### src/rtl/m_arb_pkg.sv
// Shared types and width helpers for the M-unit arbiter.
package m_arb_pkg;

    typedef enum logic [1:0] {
        IDLE  = 2'd0,
        ISSUE = 2'd1,
        RESP  = 2'd2
    } state_t;

    typedef enum logic {
        OUT_READY     = 1'b0,
        OUT_UNCLAIMED = 1'b1
    } outcome_t;

    typedef struct packed {
        logic [31:0] instr;
        logic [31:0] rs1;
        logic [31:0] rs2;
    } m_req_t;

    typedef struct packed {
        logic        wr;
        logic [31:0] rd;
    } m_resp_t;

    function automatic int grant_w(input int n);
        return (n > 1) ? $clog2(n) : 1;
    endfunction

    // Counter must be able to hold CLAIM_TIMEOUT itself.
    function automatic int cnt_w(input int t);
        return $clog2(t + 1);
    endfunction

endpackage

### src/rtl/m_rr_pick.sv
// Combinational round-robin selector: first set request after last_grant, wrapping.
module m_rr_pick
    import m_arb_pkg::*;
#(
    parameter int NUM_REQ = 2,
    localparam int GRANT_W = grant_w(NUM_REQ)
) (
    input  logic [NUM_REQ-1:0] req,
    input  logic [GRANT_W-1:0] last_grant,
    output logic [GRANT_W-1:0] grant,
    output logic               any_req
);

    function automatic int wrap(input int v);
        return (v >= NUM_REQ) ? v - NUM_REQ : v;
    endfunction

    // Walk offsets from farthest to nearest so the nearest set bit is written last.
    always_comb begin
        grant   = '0;
        any_req = |req;
        for (int off = NUM_REQ; off >= 1; off--) begin
            if (req[GRANT_W'(wrap(int'(last_grant) + off))])
                grant = GRANT_W'(wrap(int'(last_grant) + off));
        end
    end

endmodule

### src/rtl/m_unit_arbiter.sv
// Round-robin sharing of one PCPI-style M unit between NUM_REQ requesters,
// with explicit reporting of instructions the unit never claims.
module m_unit_arbiter
    import m_arb_pkg::*;
#(
    parameter int NUM_REQ       = 2,
    parameter int CLAIM_TIMEOUT = 4
) (
    input  logic                    clk,
    input  logic                    reset,
    input  logic [NUM_REQ-1:0]      req_valid,
    input  logic [NUM_REQ-1:0][31:0] req_instruction,
    input  logic [NUM_REQ-1:0][31:0] req_rs1,
    input  logic [NUM_REQ-1:0][31:0] req_rs2,
    output logic [NUM_REQ-1:0]      req_busy,
    output logic [NUM_REQ-1:0]      req_ready,
    output logic [NUM_REQ-1:0]      req_unclaimed,
    output logic                    req_wr,
    output logic [31:0]             req_rd,
    output logic                    m_valid,
    output logic [31:0]             m_instruction,
    output logic [31:0]             m_rs1,
    output logic [31:0]             m_rs2,
    input  logic                    m_wr,
    input  logic [31:0]             m_rd,
    input  logic                    m_busy,
    input  logic                    m_ready
);

    localparam int GRANT_W = grant_w(NUM_REQ);
    localparam int CNT_W   = cnt_w(CLAIM_TIMEOUT);

    state_t             state;
    outcome_t           outcome;
    logic [GRANT_W-1:0] grant, last_grant, pick;
    logic               any_req;
    m_req_t             op_q;
    m_resp_t            resp_q;
    logic [CNT_W-1:0]   cnt;
    logic               claimed;
    logic               in_resp;

    m_rr_pick #(.NUM_REQ(NUM_REQ)) u_pick (
        .req        (req_valid),
        .last_grant (last_grant),
        .grant      (pick),
        .any_req    (any_req)
    );

    always_ff @(posedge clk or posedge reset) begin
        if (reset) begin
            state      <= IDLE;
            outcome    <= OUT_READY;
            grant      <= '0;
            last_grant <= GRANT_W'(NUM_REQ - 1);
            op_q       <= '0;
            resp_q     <= '0;
            cnt        <= '0;
            claimed    <= 1'b0;
        end else begin
            case (state)
                IDLE: begin
                    if (any_req) begin
                        grant   <= pick;
                        op_q    <= '{instr: req_instruction[pick],
                                     rs1:   req_rs1[pick],
                                     rs2:   req_rs2[pick]};
                        cnt     <= '0;
                        claimed <= 1'b0;
                        state   <= ISSUE;
                    end
                end
                ISSUE: begin
                    // m_ready is checked first so a result on the timeout cycle still wins.
                    if (m_ready) begin
                        resp_q  <= '{wr: m_wr, rd: m_rd};
                        outcome <= OUT_READY;
                        state   <= RESP;
                    end else if (m_busy) begin
                        claimed <= 1'b1;
                    end else if (!claimed) begin
                        if (cnt == CNT_W'(CLAIM_TIMEOUT)) begin
                            resp_q  <= '0;
                            outcome <= OUT_UNCLAIMED;
                            state   <= RESP;
                        end else begin
                            cnt <= cnt + 1'b1;
                        end
                    end
                end
                RESP: begin
                    last_grant <= grant;
                    state      <= IDLE;
                end
                default: state <= IDLE;
            endcase
        end
    end

    assign in_resp       = (state == RESP);
    assign m_valid       = (state == ISSUE);
    assign m_instruction = m_valid ? op_q.instr : '0;
    assign m_rs1         = m_valid ? op_q.rs1   : '0;
    assign m_rs2         = m_valid ? op_q.rs2   : '0;
    assign req_wr        = in_resp && (outcome == OUT_READY) && resp_q.wr;
    assign req_rd        = req_wr ? resp_q.rd : '0;

    // Busy is gated by reset so every requester-facing output reads 0 while reset is held.
    for (genvar i = 0; i < NUM_REQ; i++) begin : g_lane
        assign req_ready[i]     = in_resp && (outcome == OUT_READY) && (grant == GRANT_W'(i));
        assign req_unclaimed[i] = in_resp && (outcome == OUT_UNCLAIMED) && (grant == GRANT_W'(i));
        assign req_busy[i]      = !reset && req_valid[i] && !(in_resp && (grant == GRANT_W'(i)));
    end

endmodule

### config.mk
export PLATFORM = sky130hd
export DESIGN_NAME = m_unit_arbiter
export DESIGN_NICKNAME = d
export VERILOG_FILES = /design/src/rtl/m_arb_pkg.sv /design/src/rtl/m_rr_pick.sv /design/src/rtl/m_unit_arbiter.sv
export SDC_FILE = /design/constraint.sdc
export NUM_CORES = 1
export LEC_CHECK = 0
export ABC_CLOCK_PERIOD_IN_PS = 4850
export CAP_MARGIN = 30
export CORE_MARGIN = 4
export CORE_UTILIZATION = 37
export CTS_BUF_LIST = sky130_fd_sc_hd__clkbuf_2
export DETAILED_ROUTE_END_ITERATION = 8
export PLACE_DENSITY = 0.8
export SLEW_MARGIN = 20
export SYNTH_ARGS = -nofsm -noshare
export SYNTH_HDL_FRONTEND = slang
export SYNTH_SLANG_ARGS = --single-unit
### constraint.sdc
create_clock -name clk -period 4.85 [get_ports clk]
set_input_delay 0.97 -clock clk [delete_from_list [all_inputs] [get_ports clk]]
set_output_delay 0.97 -clock clk [all_outputs]
set_load 0.01 [all_outputs]
Yosys cells after proc, flatten, opt, wreduce, memory -nomap -nowiden:

Cells that the tools add are included.

* order comparisons: 5
* add/sub/neg operators: 5
* equal/unequal tests: 14
* reductions and logical operators: 25
* bitwise gates (word level): 2
* muxes and demuxes: 42

Operators by type and width (count)
* 32-bit two-way mux: 10
* 33-bit two-way mux: 4
* 1-bit two-way mux: 15
* 3-bit two-way mux: 5
* 1-bit logical AND: 13
* 2-bit inequality test (second input constant): 6
* 4-bit AND reduction: 3
* 2-bit two-way mux: 5
* 1-bit by 3-bit < comparator with 1-bit output (second input constant): 2
* 3-bit case mux with 2 select lines: 1
* 6-bit AND reduction: 1
* 2-bit by 1-bit inequality test with 1-bit output (second input constant): 2
* 2-bit case mux with 2 select lines: 1
* 2-bit nonzero test: 2
* 1-bit by 2-bit adder with 3-bit output (second input constant): 1
* 3-bit by 1-bit adder with 3-bit output (second input constant): 1
* 3-bit equality test (second input constant): 1
* 3-bit by 2-bit greater-or-equal comparator with 1-bit output (second input constant): 1
* 1-bit logical NOT: 3
* 3-bit by 1-bit inequality test with 1-bit output (second input constant): 1
* 3-bit by 2-bit inequality test with 1-bit output (second input constant): 1
* 3-bit inequality test (second input constant): 1
* 1-bit by 1-bit adder with 2-bit output (second input constant): 1
* 2-bit by 1-bit equality test with 1-bit output (second input constant): 1
* 9 further kinds: 11

* bits of input ports: 231
* logic and storage cells: 104
* output and inout bits: 136
* bits in registers: 138

Depth between registers and ports, before layout:

* depth after elaboration: 10
* mapped depth: 8
* gate-level depth less buffers: 6

By module:

A second synthesis with hierarchy kept.

* cells, all modules: 732
* area total of the unflattened synthesis: 7101.8 um2

Modules (own cells, without submodules)
* m_unit_arbiter: sequential area each 3454.6 um2, cells each 730, area an instance 7089.3 um2, times used 1
* m_rr_pick: sequential area each 0.0 um2, cells each 2, area an instance 12.5 um2, times used 1

Least setup slack after synthesis:

Ideal clock, no wire load.

* path type: input to output
* start point: in reset
* end point: out req_busy[1]
* setup slack: -0.472 ns
* path buffers: 0
* data arrival time: 4.352 ns
* data required time: 3.880 ns
* cell stages on the path: 2
* cells stage by stage: inv_1 > and3_1

* word-level cells in the longest chain between the ends: 3

RTL lines
* from (decl): line m_unit_arbiter.sv:10 `input logic reset,`
* 1-bit logical NOT: line m_unit_arbiter.sv:112 `assign req_busy[i] = !reset && req_valid[i] && !(in_resp && (grant == GRANT_W'(i)));`
* 1-bit logical AND (2 in series): line m_unit_arbiter.sv:112
* to (decl): line m_unit_arbiter.sv:15 `output logic [NUM_REQ-1:0] req_busy,`

Every way passes these cells.

Final worst setup path:

* start point: reg state[1]
* end point: out m_instruction[0]

* word-level cells in the longest chain between the ends: 2

RTL lines
* from (decl): line m_unit_arbiter.sv:33 `state_t state;`
* from (signal assigned): line m_unit_arbiter.sv:52 `state <= IDLE;`
* from (signal assigned): line m_unit_arbiter.sv:70 `state <= ISSUE;`
* from (signal assigned): line m_unit_arbiter.sv:78 `state <= RESP;`
* 2-bit by 1-bit equality test with 1-bit output: line m_unit_arbiter.sv:101 `assign m_valid = (state == ISSUE);`
* 32-bit two-way mux: line m_unit_arbiter.sv:102 `assign m_instruction = m_valid ? op_q.instr : '0;`
* to (decl): line m_unit_arbiter.sv:21 `output logic [31:0] m_instruction,`

Every way passes these cells.

==> impl_metrics.ini <==
[pwr]
sequentialPowerShare_pct = 36.6
powerDensity_mw_per_mm2 = 478.7
internal_power_mw = 3.338
power.total_mw = 5.362
combPwrFrac_pct = 50.2
vdd_drop_max_v = 0.0002240
power.share.clock_pct = 13.1
p_sw_mw = 2.024
swShare_pct = 37.75
p_leak_nw = 5.014

[floorplan]
die_w_um = 146.0
dieArea_mm2 = 0.02131
die_height_um = 146.0
io_pins = 367
rows = 50
start_util_pct = 37.66
core_mm2 = 0.01871

[logic_synthesis]
ys_ff_latch = 138
synthCells = 762
avgSynthCellArea_um2 = 9.244
ys_warn_count = 0
yosysSeqAreaShare_pct = 49.04
syn-cell-area_mm2 = 0.007044
synth_cell_types = 31
synth_fp_nets = 995

[layout]
final_layout_size_suffix_gt1_share_pct = 4.558
fillers = 1609
seqCellArea_mm2 = 0.003455
final_common_cell = clkdlybuf4s50_1
syn_to_final_growth_pct = 59.00
final_nets = 1339
multiInputGateArea_mm2 = 0.003334
layout_common_cells = 366 x clkdlybuf4s50_1, 170 x nand2_1, 137 x dfrtp_1, 131 x o21ai_0, 129 x and2_1

[routing]
viasPerCell = 4.734
wl_per_cell_um = 16.12
detail_route.iter0.violations = 278
ant_nets = 0
wirelength_um = 21840
vias = 6415
dr.pass1.iters = 4
drcViolationCount = 0

[cts]
cts_resized = 0
cts_buffer_depth = 2
numClockSinks = 138
root_buffer = clkbuf_2
numCtsBuffers = 17
clk_latency_ps = 680
ctsHtreeMaxLevel = 4
post_cts_buffers = 0
tritoncts = yes
clkTransAtPathRegs_ps = 210
cts.hold.buffers_added = 0

[grt]
grtUsageTotal_pct = 19.98
antenna_found_initial = 3
grt_pass1_wl_um = 33980
grt_pass1_vias = 6373
grt_overflow = 0
grt_max_degree = 79

[timing]
drv_slew = 0
fin_setup_tns_ps = 0
skew_ps = 33.07
slew_headroom_pct = 55.07
post-route-period-util_pct = 79.73
hold_viol_final = 0
setup_viol = 0
rsz0062_at_grt = false
tightest_slew_ps = 674.0
max_freq_mhz = 258.6
min_period_ps = 3867

[hold_path]
hold_class = reg2reg

[critical_path]
critPathArrivalTime_ps = 2900
crit_path_end_kind = primary output
crit_buf_inv = 3
slowest_stage = clkdlybuf4s50_1
path_cells = nand2b_1 -> inv_2 -> buf_12 -> and2_1 -> clkdlybuf4s50_1
critical_path_class = reg2out
crit_path_start_kind = register
path_delay_family = buffers and inverters
crit_required_ps = 3880
cpPeakStageDelay_ps = 550
cp_max_fo = 75

[place]
dp_hpwl_um = 16530
place_congestion = 0.8043
portBuffers = 366

[flow_run]
cap_violations = 0

[status]
status = finished, final reports clean
==> final timing paths <==
kind / startpoint / endpoint / slack, ps / cells after the start
setup / recovery: state[1]$_DFFE_PP0P_ / m_instruction[0] / 980 / 5
hold / removal: last_grant$_DFFE_PP1N_ / last_grant$_DFFE_PP1N_ / 490 / 2
setup reg to reg: state[1]$_DFFE_PP0P_ / resp_q[11]$_DFFE_PP0P_ / 2690 / 6
hold reg to reg: last_grant$_DFFE_PP1N_ / last_grant$_DFFE_PP1N_ / 490 / 2
max in group asynchronous: reset / op_q[87]$_DFFE_PP0P_ / 2920 / 6
min in group asynchronous: reset / resp_q[7]$_DFFE_PP0P_ / 670 / 3
==> synth_stat cells <==
master     count  area share, %
a2111oi_4      1           0.39
a22o_1         1           0.12
a311o_1        1           0.14
a31oi_1        1          0.089
a41oi_1        1           0.12
and2_1       129             11
and3_1         2           0.18
buf_1          1          0.053
buf_2         14           0.99
buf_6          3           0.48
clkbuf_1      38            2.0
dfrtp_1      137             49
dfstp_2        1           0.37
ha_1           2           0.36
inv_1          6           0.32
mux2i_1       96             14
nand2_1      170            9.1
nand2b_1       3           0.27
nand3_1        2           0.14
nand3b_1       2           0.21
nand4b_1       1           0.12
nor2_1         8           0.43
nor2b_1        1          0.089
nor3_1         1          0.071
nor3b_1        3           0.32
nor4b_1        1           0.12
o21ai_0      131            9.3
o21ai_1        1          0.071
o31ai_1        1           0.11
or2_1          2           0.18
or2_2          1          0.089
==> routing by layer <==
metal	track usage, %	routed length, µm	up-vias
met5	0	12	-
met4	7.526	500	2
met3	6.509	1705	35
met2	34.40	10950	237
met1	23.25	8679	2940
li1	-	-	3201
==> area by class of cell <==
type / instances / area share [%]
repair buffers: 381 / 34.29
flip-flops and latches: 138 / 30.84
multi-input cells: 562 / 29.77
well taps: 234 / 2.614
clock inverters: 13 / 1.352
clock buffers: 19 / 0.8490
inverters: 6 / 0.2346
diodes: 2 / 0.04468
==> tightest hold or removal path: stages, from the launching register on <==
cell and delay [ps]:
dfstp_2 420, nand2_1 50, nand2_1 50
==> through the flow <==
step,std cells,setup slack (ps),util (%),hold WS [ps],instance area (µm²)
after floorplan,762,323.0,-,435.6,7048
after global placement,1319,1565,58.24,452.1,10890
after detailed placement,1319,1581,58.24,461.4,10890
after CTS,1351,858.4,59.56,489.2,11140
after global routing,1355,682.8,59.88,514.8,11200
final,1355,983.3,59.88,486.9,11200
==> sequential cells by signal (all words and copies together) (netlist names) <==
register and cells:
resp_q 33, claimed 1, cnt 3, grant 1
op_q 96, state 2, last_grant 1, outcome 1
==> power groups by stage <==
stage	Clock, mW	Sequential (mW)	Combinational, mW
5_1_grt	0.789	2.04	2.98
4_1_cts	0.740	1.97	2.73
6_report	0.705	1.96	2.69
2_1_floorplan	0	1.91	1.52
3_3_place_gp	0	1.97	2.67
3_5_place_dp	0	2.00	2.73
==> cells by family after synthesis <==
group | count (synthesis) | share of synthesized area (%)
and+or+nand+nor | 326 | 22.74
AOI/OAI and AO/OA | 138 | 10.36
DFF | 138 | 49.04
muxes | 96 | 13.64
buffers and inverters | 62 | 3.872
adders and majority gates | 2 | 0.3552
Note: power is estimated with default switching activity, not from simulation.
